--- config.mk ---
export PLATFORM = sky130hd
export DESIGN_NAME = sim_ahb_splitter
export DESIGN_NICKNAME = d
export VERILOG_FILES = /design/src/rtl/sim_ahb_splitter.sv
export SDC_FILE = /design/constraint.sdc
export NUM_CORES = 1
export LEC_CHECK = 0
export ABC_CLOCK_PERIOD_IN_PS = 2900
export BUFFER_PORTS_ARGS = -buffer_cell sky130_fd_sc_hd__buf_4
export CELL_PAD_IN_SITES_DETAIL_PLACEMENT = 1
export CELL_PAD_IN_SITES_GLOBAL_PLACEMENT = 2
export CORE_ASPECT_RATIO = 0.7
export CORE_MARGIN = 3
export CORE_UTILIZATION = 11
export CTS_BUF_LIST = sky130_fd_sc_hd__clkbuf_2 sky130_fd_sc_hd__clkbuf_4 sky130_fd_sc_hd__clkbuf_8
export DETAILED_ROUTE_END_ITERATION = 16
export PLACE_DENSITY = 0.92
export SYNTH_ARGS = -nofsm -noshare
export SYNTH_HDL_FRONTEND = slang
export SYNTH_SLANG_ARGS = --single-unit
--- constraint.sdc ---
create_clock -name clk -period 2.9 [get_ports clk]
set_input_delay 0.87 -clock clk [delete_from_list [all_inputs] [get_ports clk]]
set_output_delay 0.87 -clock clk [all_outputs]
set_load 0.02 [all_outputs]
--- src/rtl/sim_ahb_splitter.sv ---
// AHB-Lite 1-to-2 address decoder/splitter with a data-phase tracker that
// steers the response mux and generates the two-cycle error response for unmapped transfers.
module sim_ahb_splitter #(
  parameter int                 W_ADDR  = 32,
  parameter int                 W_DATA  = 32,
  parameter logic [W_ADDR-1:0]  S0_BASE = 32'h0000_0000,
  parameter logic [W_ADDR-1:0]  S0_MASK = 32'hf000_0000,
  parameter logic [W_ADDR-1:0]  S1_BASE = 32'h8000_0000,
  parameter logic [W_ADDR-1:0]  S1_MASK = 32'hf000_0000
) (
  input  logic                 clk,
  input  logic                 rst,

  input  logic                 ahbls_hready,
  output logic                 ahbls_hready_resp,
  output logic                 ahbls_hresp,
  input  logic [W_ADDR-1:0]    ahbls_haddr,
  input  logic                 ahbls_hwrite,
  input  logic [1:0]           ahbls_htrans,
  input  logic [2:0]           ahbls_hsize,
  input  logic [2:0]           ahbls_hburst,
  input  logic [3:0]           ahbls_hprot,
  input  logic                 ahbls_hmastlock,
  input  logic [W_DATA-1:0]    ahbls_hwdata,
  output logic [W_DATA-1:0]    ahbls_hrdata,

  output logic [1:0]           ahblm_hsel,
  output logic                 ahblm_hready,
  output logic [W_ADDR-1:0]    ahblm_haddr,
  output logic                 ahblm_hwrite,
  output logic [1:0]           ahblm_htrans,
  output logic [2:0]           ahblm_hsize,
  output logic [2:0]           ahblm_hburst,
  output logic [3:0]           ahblm_hprot,
  output logic                 ahblm_hmastlock,
  output logic [W_DATA-1:0]    ahblm_hwdata,
  input  logic [1:0]           ahblm_hready_resp,
  input  logic [1:0]           ahblm_hresp,
  input  logic [2*W_DATA-1:0]  ahblm_hrdata,

  output logic [7:0]           err_count
);

  typedef enum logic [2:0] {
    ST_IDLE,
    ST_S0,
    ST_S1,
    ST_ERR1,
    ST_ERR2
  } state_t;

  state_t     state_q, state_d;
  logic [7:0] err_count_q, err_count_d;
  logic       hit0, hit1;

  // Slave 0 takes priority when both windows match.
  assign hit0 = (ahbls_haddr & S0_MASK) == S0_BASE;
  assign hit1 = ((ahbls_haddr & S1_MASK) == S1_BASE) && !hit0;

  assign ahblm_hsel      = {hit1 & ahbls_htrans[1], hit0 & ahbls_htrans[1]};
  assign ahblm_hready    = ahbls_hready;
  assign ahblm_haddr     = ahbls_haddr;
  assign ahblm_hwrite    = ahbls_hwrite;
  assign ahblm_htrans    = ahbls_htrans;
  assign ahblm_hsize     = ahbls_hsize;
  assign ahblm_hburst    = ahbls_hburst;
  assign ahblm_hprot     = ahbls_hprot;
  assign ahblm_hmastlock = ahbls_hmastlock;
  assign ahblm_hwdata    = ahbls_hwdata;

  // ERR1 always moves on: upstream HREADY is low there, so it cannot gate the step.
  always_comb begin
    // NOTE: every variable gets a default first so no path leaves it unassigned (no latch).
    state_d     = state_q;
    err_count_d = err_count_q;
    if (state_q == ST_ERR1) begin
      state_d = ST_ERR2;
    end else if (ahbls_hready) begin
      if (!ahbls_htrans[1]) begin
        state_d = ST_IDLE;
      end else if (hit0) begin
        state_d = ST_S0;
      end else if (hit1) begin
        state_d = ST_S1;
      end else begin
        state_d = ST_ERR1;
        if (err_count_q != 8'hff) err_count_d = err_count_q + 8'd1;
      end
    end
  end

  always_ff @(posedge clk) begin
    // NOTE: sequential state uses non-blocking assignments so all flops see pre-edge values.
    if (rst) begin
      state_q     <= ST_IDLE;
      err_count_q <= 8'd0;
    end else begin
      state_q     <= state_d;
      err_count_q <= err_count_d;
    end
  end

  always_comb begin
    ahbls_hready_resp = 1'b1;
    ahbls_hresp       = 1'b0;
    ahbls_hrdata      = '0;
    case (state_q)
      ST_S0: begin
        ahbls_hready_resp = ahblm_hready_resp[0];
        ahbls_hresp       = ahblm_hresp[0];
        ahbls_hrdata      = ahblm_hrdata[W_DATA-1:0];
      end
      ST_S1: begin
        ahbls_hready_resp = ahblm_hready_resp[1];
        ahbls_hresp       = ahblm_hresp[1];
        ahbls_hrdata      = ahblm_hrdata[2*W_DATA-1:W_DATA];
      end
      ST_ERR1: begin
        ahbls_hready_resp = 1'b0;
        ahbls_hresp       = 1'b1;
      end
      ST_ERR2: begin
        ahbls_hready_resp = 1'b1;
        ahbls_hresp       = 1'b1;
      end
      default: ;
    endcase
  end

  assign err_count = err_count_q;

endmodule

Yosys cells after proc, flatten, opt, wreduce, memory -nomap -nowiden
Index checks and enable logic that the tools add are counted.
{"block": "totals", "memories": 0, "wordCells": 30, "output_inout_bits": 123, "ramBits": 0, "mem_bits_ro": 0, "latch_bits": 0, "ff_bits": 11}
{"block": "op_classes", "n_div": 0, "n_mul": 0, "n_shift": 0, "add_sub_neg": 1, "n_reduce_logical": 7, "n_bitwise": 5, "eq_ne": 6, "order_cmp": 0, "muxes": 8}
{"op": "32-bit case mux with 2 select lines", "count": 1}
{"op": "32-bit logical NOT", "count": 1}
{"op": "8-bit by 1-bit adder with 8-bit output (second input constant)", "count": 1}
{"op": "8-bit inequality test (second input constant)", "count": 1}
{"op": "3-bit by 2-bit equality test with 1-bit output (second input constant)", "count": 2}
{"op": "3-bit two-way mux", "count": 2}
{"op": "1-bit case mux with 3 select lines", "count": 2}
{"op": "6-bit AND reduction", "count": 1}
{"op": "4-bit equality test (second input constant)", "count": 1}
{"op": "2-bit two-way mux", "count": 2}
{"op": "2-bit OR reduction", "count": 2}
{"op": "3-bit by 1-bit equality test with 1-bit output (second input constant)", "count": 1}
{"op": "3-bit equality test (second input constant)", "count": 1}
{"op": "1-bit inverter", "count": 3}
{"op": "1-bit AND", "count": 2}
{"op": "2-bit nonzero test", "count": 1}
{"op": "1-bit logical AND", "count": 1}
{"op": "1-bit logical NOT", "count": 1}
{"op": "1-bit two-way mux", "count": 1}

Depth between registers and ports, before layout
{"block": "depth", "ltp_word": 8, "ltp_mapped": 5, "ltp_nobuf": 5}

Worst setup path before layout
No wires, ideal clock.
{"block": "synth_path", "path_type": "input-to-output", "from": "in ahbls_haddr[29]", "to": "out ahblm_hsel[0]", "stages": 3, "path_slack_ps": 491, "n_path_buf": 0, "arrival_ps": 1539, "cell_sequence": "nor3_1 > nand2_1 > nor2_1"}
{"block": "synth_via", "elab_chain_len": 2}
{"element": "start: declaration", "line": "17", "text": "input logic [W_ADDR-1:0] ahbls_haddr,"}
{"element": "32-bit logical NOT", "line": "57", "text": "assign hit0 = (ahbls_haddr & S0_MASK) == S0_BASE;"}
{"element": "1-bit AND", "line": "60", "text": "assign ahblm_hsel = {hit1 & ahbls_htrans[1], hit0 & ahbls_htrans[1]};"}
{"element": "end: declaration", "line": "27", "text": "output logic [1:0] ahblm_hsel,"}
Every way passes these cells.

Final worst setup path
{"block": "layout_path", "from": "reg state_q[1]", "to": "out ahbls_hrdata[28]"}
{"block": "layout_via", "elab_chain_len": 2, "word_cells_on_any_way": 3, "classes_between": "2 x eq/ne; 1 x mux"}
{"element": "start: declaration", "line": "52", "text": "state_t state_q, state_d;"}
{"element": "start signal: assignment", "line": "98", "text": "state_q <= state_d;"}
{"element": "3-bit by 2-bit equality test with 1-bit output / 3-bit by 1-bit equality test with 1-bit output (equally long branches)", "line": "107", "text": "case (state_q)"}
{"element": "32-bit case mux with 2 select lines *", "line": "107"}
{"element": "end: declaration", "line": "25", "text": "output logic [W_DATA-1:0] ahbls_hrdata,"}
Mark *: on every way between the ends. The rest lies on a longest branch, timed or not.

==> impl_metrics.yaml <==
outcome:
  status: "finished, final reports clean"
route:
  wl_per_cell_um: 16.8
  post_drt_via_cell_ratio: 3.55
  antenna_left: 0
  wl_um: 7120
  drt_pass1_iterations: 4
  initialDrtViolationCount: 45
  vias: 1509
  drc_errors: 0
timing:
  slew_viol_final: 0
  fin_tns_setup_ns: 0
  rsz0062_at_grt: "no"
  hold_ws_ns: 0.510
  worst_pin_slew_ns: 0.853
  setup_viol: 0
  max_slew_margin_pct: 42.7
  fin_crit_ns: 2.73
  fin_crit_sh_pct: 94.2
  finalHoldViolCount: 0
  max_freq_mhz: 366
  fin_skew_ns: 0.00424
clocking:
  cts_resized: 0
  clk_latency_ns: 0.24
  post_cts.repair.setup_buffers: 0
  postCtsHoldBufs: 0
  cts_root_buf: "clkbuf_8"
  ctsLongestPathBuffers: 2
  cts.clk_slew.worst_paths_ns: 0.05
  clkSinkCount: 11
  cts_buffers: 3
  cts_tree: "yes"
  htreeDepth: 1
logic_synthesis:
  synthAdderAreaFrac_pct: 0.825
  synth_simple_gate_area_share_pct: 13.7
  synth_edf_count: 0
  synth_top_family_by_area: "buffers and inverters"
  muxShareOfSynthArea_pct: 1.40
  syn-cell-area_um2: 1520
  avgSynthCellArea_um2: 7.74
  synth_cells: 196
  ys_types: 33
  async_flop_share_pct: 0
  synth_compound_area_share_pct: 26.5
  seq_area_frac_synth_pct: 14.5
  synth_seq_cells: 11
  ys.warnings.count: 0
  synth_xor_area_share_pct: 0
  syn_nets: 346
  synth_top_flop_cell: "dfxtp_1"
pwr:
  power_frac_clock_pct: 27.9
  comb_power_share_pct: 45.1
  netSwitchingPower_w: 0.000196
  power.internal_w: 0.000401
  pwr-share-seq_pct: 27.0
  power_per_cell_area_nw_per_um2: 280
  p_sw_share_pct: 32.8
  power.leakage_nw: 0.993
  vdd_drop_max_uv: 103
  p_total_w: 0.000597
floorplan:
  ios: 272
  start_util_pct: 11.4
  die_area_um2: 15300
  die_w_um: 146
  core_area_um2: 13300
  num_rows: 35
  die-height_um: 104
worst_setup_path:
  slowest_stage: "dfxtp_1"
  worstPathArrival_ns: 1.86
  r2r_cells: 4
  reg2reg_from: "state_q[2]$_SDFFE_PP0P_"
  critical_path_buf_inv_count: 2
  slowest_delay_ns: 0.55
  cp_max_fo: 32
  crit_required_ns: 2.03
  rrSetupSlack_ns: 0.75
  crit_path_cell_trace: "nor3b_2, buf_4, a22o_1, buf_4"
  path_common_cell: "buf_4"
  critPathTopFamily: "flip-flops"
  critical_path_class: "register to output pin"
  r2r_end: "err_count[6]$_SDFFE_PP0P_"
  cp-end-kind: "output pin"
  cp-start-kind: "register"
grt:
  gr-usage-all-layers_pct: 8.63
  grt_pass1_wl_um: 10200
  use_met1_pct: 12.1
  grt_pass1_vias: 1570
  use_met3_pct: 4.31
  antenna_found_initial: 0
  grt_overflow: 0
  grt_max_degree: 33
  grt.met2_usage_pct: 11.7
  busiest_layer: "met1"
placement:
  gp_congestion: 0.734
  portBuffers: 125
  hpwl_um: 6090
layout:
  finalNetCount: 391
  syn2layout_area_growth_pct: 40.7
  drive_gt1_share_pct: 56.3
  antenna_cells: 0
  final_util_pct: 16.0
hold_path:
  min_path_type: "register to register"
  hold_path_startpoint: "err_count[1]$_SDFFE_PP0P_"
  min_to: "err_count[1]$_SDFFE_PP0P_"
  min_path_cells: 2
flow_run:
  max_cap_viol_count: 0
power by group through the flow:
stage | clock network [W] | registers (W) | logic (W)
floorplan | 0 | 0.000163 | 0.000261
finish | 0.000167 | 0.000161 | 0.000269
global route | 0.000180 | 0.000162 | 0.000285
CTS | 0.000170 | 0.000161 | 0.000270
global placement | 0 | 0.000164 | 0.000263
detailed placement | 0 | 0.000164 | 0.000268
tightest hold or removal path, delay by kind of cell (launching register included):
kind	cells	cell delay (ns)
flops	1	0.33
simple gates	1	0.06
mux	1	0.06
cell usage after synthesis (all sizes together), types with 3 or more instances:
master	number	share of area [%]
o21ai	4	1.3
a22o	32	18
nor4	3	1.2
clkbuf	7	1.7
nor2	4	0.99
or4	3	1.7
nor3	6	2.0
dfxtp	11	15
buf	80	40
a21oi	6	2.0
nand2	8	2.0
inv	7	1.7
kinds of logic (layout without fill, tap and decap cells):
| kind of cell | count (synthesis) | after routing |
|---|---|---|
| AOI/OAI and AO/OA | 51 | 51 |
| and+or+nand+nor | 37 | 37 |
| muxes | 2 | 2 |
| adders and majority gates | 1 | 1 |
| DFF | 11 | 11 |
| buffers and inverters | 94 | 138 |
routing by layer:
metal / up-vias / routed length (µm)
li1: 710 / -
met1: 714 / 3210
met2: 77 / 3110
met3: 8 / 760
met4: 0 / 42
met5: - / 0
metrics by stage:
stage,setup WS (ns),cell area [µm²],instances
2_1_floorplan,0.491,1520,196
3_3_place_gp,0.306,2080,421
3_5_place_dp,0.282,2080,421
4_1_cts,0.167,2130,425
5_1_grt,0.0736,2130,425
6_report,0.169,2130,425
how the worst max path moves through the flow:
| stage | start | end | slack [ns] | cells past startpoint |
|---|---|---|---|---|
| 3_3_place_gp | ahbls_haddr[29] | ahblm_hsel[1] | 0.31 | 4 |
| 4_1_cts | state_q[0]$_SDFFE_PP0P_ | ahbls_hrdata[30] | 0.17 | 4 |
| 6_report | state_q[1]$_SDFFE_PP0P_ | ahbls_hrdata[28] | 0.17 | 4 |
| 5_1_grt | state_q[1]$_SDFFE_PP0P_ | ahbls_hrdata[30] | 0.07 | 4 |
| 3_5_place_dp | ahbls_haddr[29] | ahblm_hsel[1] | 0.28 | 4 |
| 2_1_floorplan | ahbls_haddr[29] | ahblm_hsel[0] | 0.49 | 3 |
flip-flops by register name, indices dropped and copies added, names as in the netlist:
register / cells
state_q: 3
err_count: 8
layout make-up:
cell class / count / area [µm²]
fillers: 1626 / 11200
repair buffers: 127 / 953
multi-input cells: 91 / 653
well taps: 185 / 231
flip-flops and latches: 11 / 220
clock buffers: 4 / 48.8
inverters: 7 / 26.3
cell usage in the layout (no fill, tap or decap):
cell	n
o21bai_1	1
clkbuf_4	1
nor2b_1	1
or4_1	2
nand2b_1	1
nor4_1	3
and3b_1	1
a21o_1	1
mux2i_1	1
and3_1	2
nor2_1	4
dfxtp_1	11
o21a_1	1
o21ai_0	4
inv_1	7
o31a_1	1
a22o_1	32
nor3_1	6
nand2_1	8
mux2_2	1
a211oi_1	1
nand4_1	1
or4b_1	1
o41ai_1	1
buf_4	127
o31ai_1	2
or4_4	1
a21oi_1	6
nor3b_2	2
or3_1	2
o311ai_0	1
ha_1	1
nand3_1	2
clkbuf_8	3
Power figures use the tool's default switching activity.
